File: config.mk
export PLATFORM = sky130hd
export DESIGN_NAME = stage_wb_latch_flat
export DESIGN_NICKNAME = d
export VERILOG_FILES = /design/src/rtl/stage_wb_latch_if.sv /design/src/rtl/stage_wb_latch.sv /design/src/flat_wrapper.sv
export SDC_FILE = /design/constraint.sdc
export NUM_CORES = 1
export LEC_CHECK = 0
export BUFFER_PORTS_ARGS = -buffer_cell sky130_fd_sc_hd__buf_2
export CORE_AREA = 2 2 134 136
export CTS_CLUSTER_SIZE = 16
export DETAILED_ROUTE_END_ITERATION = 7
export DIE_AREA = 0 0 136 138
export MAX_ROUTING_LAYER = met4
export PLACE_DENSITY = 0.76
export SLEW_MARGIN = 20
export SYNTH_ARGS = -nofsm -noshare
export SYNTH_HDL_FRONTEND = slang
export SYNTH_SLANG_ARGS = --single-unit
export TNS_END_PERCENT = 20
File: constraint.sdc
create_clock -name CLK -period 2.2 [get_ports CLK]
set_clock_uncertainty 0.05 [all_clocks]
set_input_delay 0.11 -clock CLK [delete_from_list [all_inputs] [get_ports CLK]]
set_output_delay 0.11 -clock CLK [all_outputs]
set_load 0.02 [all_outputs]
File: src/rtl/stage_wb_latch_if.sv
// MEM->WB pipeline latch bus: MEM-stage results and WB controls going in,
// register-file write port, retirement and halt status coming out.
interface stage_wb_latch_if;
   // pipeline control
   logic        en;
   logic        flush;
   // MEM-stage results
   logic [31:0] npc_in;
   logic [31:0] aluOut_in;
   logic [31:0] dmemload_in;
   // MEM-stage writeback controls
   logic        memtoReg_in;
   logic        jal_in;
   logic        regWrite_in;
   logic        halt_in;
   logic [4:0]  regSel_in;
   // register-file write port and status
   logic [4:0]  wsel;
   logic [31:0] wdat;
   logic        WEN;
   logic        valid_out;
   logic        halt;
   logic [31:0] retired;

   // MEM stage side: drives the captured fields, observes writeback
   modport master (
      output en, flush, npc_in, aluOut_in, dmemload_in,
             memtoReg_in, jal_in, regWrite_in, halt_in, regSel_in,
      input  wsel, wdat, WEN, valid_out, halt, retired
   );

   // latch side
   modport slave (
      input  en, flush, npc_in, aluOut_in, dmemload_in,
             memtoReg_in, jal_in, regWrite_in, halt_in, regSel_in,
      output wsel, wdat, WEN, valid_out, halt, retired
   );
endinterface

File: src/rtl/stage_wb_latch.sv
// MEM/WB pipeline latch. Holds the MEM-stage result for one cycle and presents
// the register-file write port. Stall holds, flush inserts a bubble, and a
// captured halt freezes the latch until reset. The write-port outputs are
// computed from the next held state and registered, so they carry exactly the
// value the held fields imply with no path from the inputs.
module stage_wb_latch (
   input  logic            CLK,
   input  logic            nRST,
   stage_wb_latch_if.slave bus
);

   localparam logic [4:0]  LINK_REG    = 5'd31;
   localparam logic [4:0]  ZERO_REG    = 5'd0;
   localparam logic [31:0] RETIRED_MAX = 32'hFFFF_FFFF;

   // held instruction fields
   logic        valid_r;
   logic [31:0] npc_r;
   logic [31:0] alu_out_r;
   logic [31:0] dmemload_r;
   logic        mem_to_reg_r;
   logic        jal_r;
   logic        reg_write_r;
   logic [4:0]  reg_sel_r;
   logic        halt_in_r;

   // core status
   logic        halt_r;
   logic [31:0] retired_r;

   // registered write port
   logic [4:0]  wsel_r;
   logic [31:0] wdat_r;
   logic        wen_r;

   // next-state values
   logic        capture_s;
   logic        bubble_s;
   logic        valid_nxt_s;
   logic [31:0] npc_nxt_s;
   logic [31:0] alu_out_nxt_s;
   logic [31:0] dmemload_nxt_s;
   logic        mem_to_reg_nxt_s;
   logic        jal_nxt_s;
   logic        reg_write_nxt_s;
   logic [4:0]  reg_sel_nxt_s;
   logic        halt_in_nxt_s;
   logic        halt_nxt_s;
   logic [31:0] retired_nxt_s;
   logic [4:0]  wsel_nxt_s;
   logic [31:0] wdat_nxt_s;
   logic        wen_nxt_s;

   // Edge action: a halted core ignores everything, then flush beats advance.
   always_comb begin
      capture_s = 1'b0;
      bubble_s  = 1'b0;
      if (halt_r) begin
         capture_s = 1'b0;
         bubble_s  = 1'b0;
      end else if (bus.flush) begin
         bubble_s  = 1'b1;
      end else if (bus.en) begin
         capture_s = 1'b1;
      end else begin
         capture_s = 1'b0;
         bubble_s  = 1'b0;
      end
   end

   // Next held fields: bubble zeroes everything, capture copies, otherwise hold.
   always_comb begin
      valid_nxt_s      = valid_r;
      npc_nxt_s        = npc_r;
      alu_out_nxt_s    = alu_out_r;
      dmemload_nxt_s   = dmemload_r;
      mem_to_reg_nxt_s = mem_to_reg_r;
      jal_nxt_s        = jal_r;
      reg_write_nxt_s  = reg_write_r;
      reg_sel_nxt_s    = reg_sel_r;
      halt_in_nxt_s    = halt_in_r;
      if (bubble_s) begin
         valid_nxt_s      = 1'b0;
         npc_nxt_s        = 32'd0;
         alu_out_nxt_s    = 32'd0;
         dmemload_nxt_s   = 32'd0;
         mem_to_reg_nxt_s = 1'b0;
         jal_nxt_s        = 1'b0;
         reg_write_nxt_s  = 1'b0;
         reg_sel_nxt_s    = 5'd0;
         halt_in_nxt_s    = 1'b0;
      end else if (capture_s) begin
         valid_nxt_s      = 1'b1;
         npc_nxt_s        = bus.npc_in;
         alu_out_nxt_s    = bus.aluOut_in;
         dmemload_nxt_s   = bus.dmemload_in;
         mem_to_reg_nxt_s = bus.memtoReg_in;
         jal_nxt_s        = bus.jal_in;
         reg_write_nxt_s  = bus.regWrite_in;
         reg_sel_nxt_s    = bus.regSel_in;
         halt_in_nxt_s    = bus.halt_in;
      end else begin
         valid_nxt_s      = valid_r;
      end
   end

   // Sticky halt and saturating retirement counter; the halting capture still counts.
   always_comb begin
      halt_nxt_s    = halt_r | (capture_s & bus.halt_in);
      retired_nxt_s = retired_r;
      if (capture_s && (retired_r != RETIRED_MAX)) begin
         retired_nxt_s = retired_r + 32'd1;
      end else begin
         retired_nxt_s = retired_r;
      end
   end

   // Write port implied by the next held state: JAL links to r31, r0 never written.
   always_comb begin
      wsel_nxt_s = reg_sel_nxt_s;
      wdat_nxt_s = alu_out_nxt_s;
      if (jal_nxt_s) begin
         wsel_nxt_s = LINK_REG;
         wdat_nxt_s = npc_nxt_s;
      end else if (mem_to_reg_nxt_s) begin
         wsel_nxt_s = reg_sel_nxt_s;
         wdat_nxt_s = dmemload_nxt_s;
      end else begin
         wsel_nxt_s = reg_sel_nxt_s;
         wdat_nxt_s = alu_out_nxt_s;
      end
      wen_nxt_s = valid_nxt_s & reg_write_nxt_s & ~halt_nxt_s & (wsel_nxt_s != ZERO_REG);
   end

   // State and output registers, cleared asynchronously by nRST.
   always_ff @(posedge CLK or negedge nRST) begin
      if (!nRST) begin
         valid_r      <= 1'b0;
         npc_r        <= 32'd0;
         alu_out_r    <= 32'd0;
         dmemload_r   <= 32'd0;
         mem_to_reg_r <= 1'b0;
         jal_r        <= 1'b0;
         reg_write_r  <= 1'b0;
         reg_sel_r    <= 5'd0;
         halt_in_r    <= 1'b0;
         halt_r       <= 1'b0;
         retired_r    <= 32'd0;
         wsel_r       <= 5'd0;
         wdat_r       <= 32'd0;
         wen_r        <= 1'b0;
      end else begin
         valid_r      <= valid_nxt_s;
         npc_r        <= npc_nxt_s;
         alu_out_r    <= alu_out_nxt_s;
         dmemload_r   <= dmemload_nxt_s;
         mem_to_reg_r <= mem_to_reg_nxt_s;
         jal_r        <= jal_nxt_s;
         reg_write_r  <= reg_write_nxt_s;
         reg_sel_r    <= reg_sel_nxt_s;
         halt_in_r    <= halt_in_nxt_s;
         halt_r       <= halt_nxt_s;
         retired_r    <= retired_nxt_s;
         wsel_r       <= wsel_nxt_s;
         wdat_r       <= wdat_nxt_s;
         wen_r        <= wen_nxt_s;
      end
   end

   assign bus.wsel      = wsel_r;
   assign bus.wdat      = wdat_r;
   assign bus.WEN       = wen_r;
   assign bus.valid_out = valid_r;
   assign bus.halt      = halt_r;
   assign bus.retired   = retired_r;

endmodule

File: src/flat_wrapper.sv
// flat-port wrapper written by rule: the top's interface ports become plain ports
module stage_wb_latch_flat 
  (CLK, nRST, bus_en, bus_flush, bus_npc_in, bus_aluOut_in, bus_dmemload_in, bus_memtoReg_in, bus_jal_in, bus_regWrite_in, bus_halt_in, bus_regSel_in, bus_wsel, bus_wdat, bus_WEN, bus_valid_out, bus_halt, bus_retired);
  stage_wb_latch_if bus_i ();
  input  logic CLK;
  input  logic nRST;
  input wire logic [$bits(bus_i.en)-1:0] bus_en;
  input wire logic [$bits(bus_i.flush)-1:0] bus_flush;
  input wire logic [$bits(bus_i.npc_in)-1:0] bus_npc_in;
  input wire logic [$bits(bus_i.aluOut_in)-1:0] bus_aluOut_in;
  input wire logic [$bits(bus_i.dmemload_in)-1:0] bus_dmemload_in;
  input wire logic [$bits(bus_i.memtoReg_in)-1:0] bus_memtoReg_in;
  input wire logic [$bits(bus_i.jal_in)-1:0] bus_jal_in;
  input wire logic [$bits(bus_i.regWrite_in)-1:0] bus_regWrite_in;
  input wire logic [$bits(bus_i.halt_in)-1:0] bus_halt_in;
  input wire logic [$bits(bus_i.regSel_in)-1:0] bus_regSel_in;
  output wire logic [$bits(bus_i.wsel)-1:0] bus_wsel;
  output wire logic [$bits(bus_i.wdat)-1:0] bus_wdat;
  output wire logic [$bits(bus_i.WEN)-1:0] bus_WEN;
  output wire logic [$bits(bus_i.valid_out)-1:0] bus_valid_out;
  output wire logic [$bits(bus_i.halt)-1:0] bus_halt;
  output wire logic [$bits(bus_i.retired)-1:0] bus_retired;
  assign bus_i.en = bus_en;
  assign bus_i.flush = bus_flush;
  assign bus_i.npc_in = bus_npc_in;
  assign bus_i.aluOut_in = bus_aluOut_in;
  assign bus_i.dmemload_in = bus_dmemload_in;
  assign bus_i.memtoReg_in = bus_memtoReg_in;
  assign bus_i.jal_in = bus_jal_in;
  assign bus_i.regWrite_in = bus_regWrite_in;
  assign bus_i.halt_in = bus_halt_in;
  assign bus_i.regSel_in = bus_regSel_in;
  assign bus_wsel = bus_i.wsel;
  assign bus_wdat = bus_i.wdat;
  assign bus_WEN = bus_i.WEN;
  assign bus_valid_out = bus_i.valid_out;
  assign bus_halt = bus_i.halt;
  assign bus_retired = bus_i.retired;
  stage_wb_latch u_core (.CLK(CLK), .nRST(nRST), .bus(bus_i));
endmodule
==> results.md <==
* Status: complete, no violations
* Total Power at 9.00 mW
* Critical path data required time at 2.46 ns
* GR peak layer: met2
* Chip height at 138 um
* Setup tns final at 0 ns
* Slew @ Worst Pin at 0.600 ns
* Total GRT Usage at 25.0%
* Port bufs at 180
* CP Capture Type: flip-flop
* Share of layout cells above drive strength 1 at approximately a third
* Mapped Area at 7650 sq um
* DRC at 0
* Crit path DAT at 2.34 ns
* DR pass1 iterations at 5
* Gr ovfl total at 0
* TritonCTS clock tree: yes
* Clock Latency Late Sink at around 0.43 ns
* Maximum VDD drop at 0.566 mV
* Vias per inst at 5.31
* Initial Util at 43.6%
* Htree depth at 4
* Critical-path maximum fanout at 31
* Reg area at 4410 sq um
* Reg2reg start: u_core.bus.halt
* Initial DRC Count at 565
* Clock Tree Root: clkbuf_16
* Yosys reg bits at 176
* Synth cell types at 49
* Area growth syn-to-layout at 40.0%
* Final hold slack at 0.0284 ns
* Post CTS Setup Buffer Count at 0
* Io pins at 181
* Fin. max-slew vios at 0
* Post-synth net total at 859
* Initial antenna violation count at 0
* DRT antenna net count at 0
* # setup viols final at 0
* Pleak at around 5.6 nW
* Async set or reset register ratio after synthesis at 100%
* Origin of the worst setup path: u_core.bus.halt
* Met3 Resource Use GR at roughly 5.5%
* Number of cells on the worst reg-to-reg path at 6
* Num CTS Buffers at 17
* Deepest clock path buffer count at 2
* Mean Syn Cell Area at 10.2 sq um
* Final hold vios at 0
* Die area at 18800 sq um
* Placer Congestion at 0.908
* Min-delay src: bus_regSel_in[0]
* Core ar. at 17500 sq um
* Synth Warn # at 0
* Die Wd at 136 um
* Routed wire length at roughly 22000 um
* Top FF cell, synth: dfrtp_1
* Max-cap violation count at 0
* Vias at 6838
* Worst Hold Class: input port to flip-flop
* Final min period at 2.08 ns
* Clock sinks at ~180
* Crit Path Class: flip-flop to flip-flop
* Site Rows at roughly 50
* RSZ-0062 raised after global routing: false
* PD cells at 840 nW/um^2
* Syn Inst Count at 749
* Vias in the first global route at 7051
* F_max at 0.480 GHz
* First-pass GRT wire length at about 36000 um
* Sequential share of the synthesized area at 57.6%
* DP Wirelength at 13400 um
* GR Util met2 at 40.4%
* Final cycle utilization of the critical path at 94.7%
* # fillers at 1397
* WL per Instance at 17.3 um
* Slew margin rel. at between 60 and 70%
* Setup crit start kind: flip-flop
* NumNets Final at approximately 1200
* Area of the multi-input gates at 3070 sq um
* # diodes at 0
* Met1 usage in global routing at roughly a third
* Pin count of the biggest net entering global routing at 75
* Post-synth EDFFs at 0
* CTS clk-pin slew, worst paths at 0.07 ns
* Hold depth at 5
-- registers in the layout, indices dropped and copies added, names as in the netlist --
register and cells:
u_core.reg_write_r 1, u_core.jal_r 1, u_core.reg_sel_r 5, u_core.bus.wdat 32, u_core.dmemload_r 32, u_core.bus.halt 1
u_core.alu_out_r 32, u_core.bus.retired 32, u_core.bus.WEN 1, u_core.bus.valid_out 1, u_core.npc_r 32, u_core.bus.wsel 5
u_core.mem_to_reg_r 1
-- Yosys cell counts (all sizes together), types with 2 or more instances --
cell      n  share of area [%]
nor2b     4               0.33
or2       2               0.16
xnor2    12                1.4
nand2b    3               0.25
nor3     12               0.92
nor4      8               0.93
or3       2               0.16
mux2     66                9.7
nor2      9               0.44
a21oi    12               0.78
nand3   114                7.5
inv       6               0.29
nand2   222                 11
or4       5               0.54
dfrtp   176                 58
nor3b     2               0.26
clkbuf   18               0.90
nand4    15                1.3
xor2     16                1.8
buf      28                1.8
-- worst paths after layout --
kind	slack [ns]	end
max	0.12	u_core.bus.wdat[6]
min	0.03	u_core.reg_sel_r[0]
max reg2reg	0.12	u_core.bus.wdat[6]
min reg2reg	0.44	u_core.alu_out_r[26]
max in group asynchronous	1.20	u_core.npc_r[31]
min in group asynchronous	0.20	u_core.bus.retired[18]
-- cell families (layout without fill, tap and decap cells) --
logic type               Yosys count  after routing  share of synthesized area (%)
adder cells (fa/ha/maj)            1              1                          0.163
AND/OR/NAND/NOR                  406            406                           24.7
multiplexers                      66             66                           9.71
AO/OA/AOI/OAI                     20             20                           1.65
buffers and inverters             52            361                           2.98
flip-flops                       176            176                           57.6
XOR/XNOR                          28             28                           3.20
-- layout make-up --
class / instances / share of cell area, %
well taps: 229 / 2.67
multi-input cells: 521 / 28.7
clock buffers: 19 / 4.13
clock inverters: 12 / 1.48
flip-flops and latches: 176 / 41.1
repair buffers: 324 / 21.7
inverters: 6 / 0.210
-- timing repair --
item / in CTS / in global routing
gates resized for setup: 0 / 1
setup endpoints to repair: 0 / 12
endpoints found under the hold margin: 189 / 0
hold buffers: 104 / 0
-- layer usage --
layer	share of wire (%)	vias up	routed length [um]
met3	6.8	44	1520
met5	0	-	0
met2	51	318	11200
met1	41	3354	9030
met4	2.0	0	450
li1	-	3122	-
-- metrics by stage --
step           setup WS (ns)  util (%)  area, sq um  std cells
6_report               0.118      61.1        10700       1287
5_1_grt              0.00846      61.1        10700       1287
3_3_place_gp           0.142      51.7         9070       1152
2_1_floorplan         0.0209         -         7670        749
4_1_cts               0.0661      61.1        10700       1287
3_5_place_dp          0.0747      51.7         9070       1152
-- critical path, stage by stage, from the launching register on --
cell     delay (ns)
dfrtp_2        0.42
or3b_4         0.45
buf_4          0.26
nand3_1        0.13
nand2_1        0.09
mux2_2         0.29
mux2_2         0.26
-- placed cells by master (no fill, tap or decap), types with 3 or more instances in the layout --
cell type and n:
xnor2_1 12, nor3_1 10, inv_6 3, buf_2 179, bufinv_16 3, nor2b_1 4, a21oi_1 11, buf_4 33
buf_12 6, nand4_1 14, dfrtp_1 175, mux2_2 66, clkbuf_16 17, or4_1 4, nor2_1 9, nand2_1 221
dlygate4sd3_1 104, nor4_1 6, xor2_1 16, nand3_1 113, inv_1 6
-- power breakdown --
group	internal (mW)	switching, mW	leakage [nW]
Combinational	0.817	0.995	2.95
Clock	1.82	1.29	0.290
Sequential	3.85	0.221	2.32
Total	6.49	2.51	5.55
No activity file was read; power rests on OpenSTA's default activity.
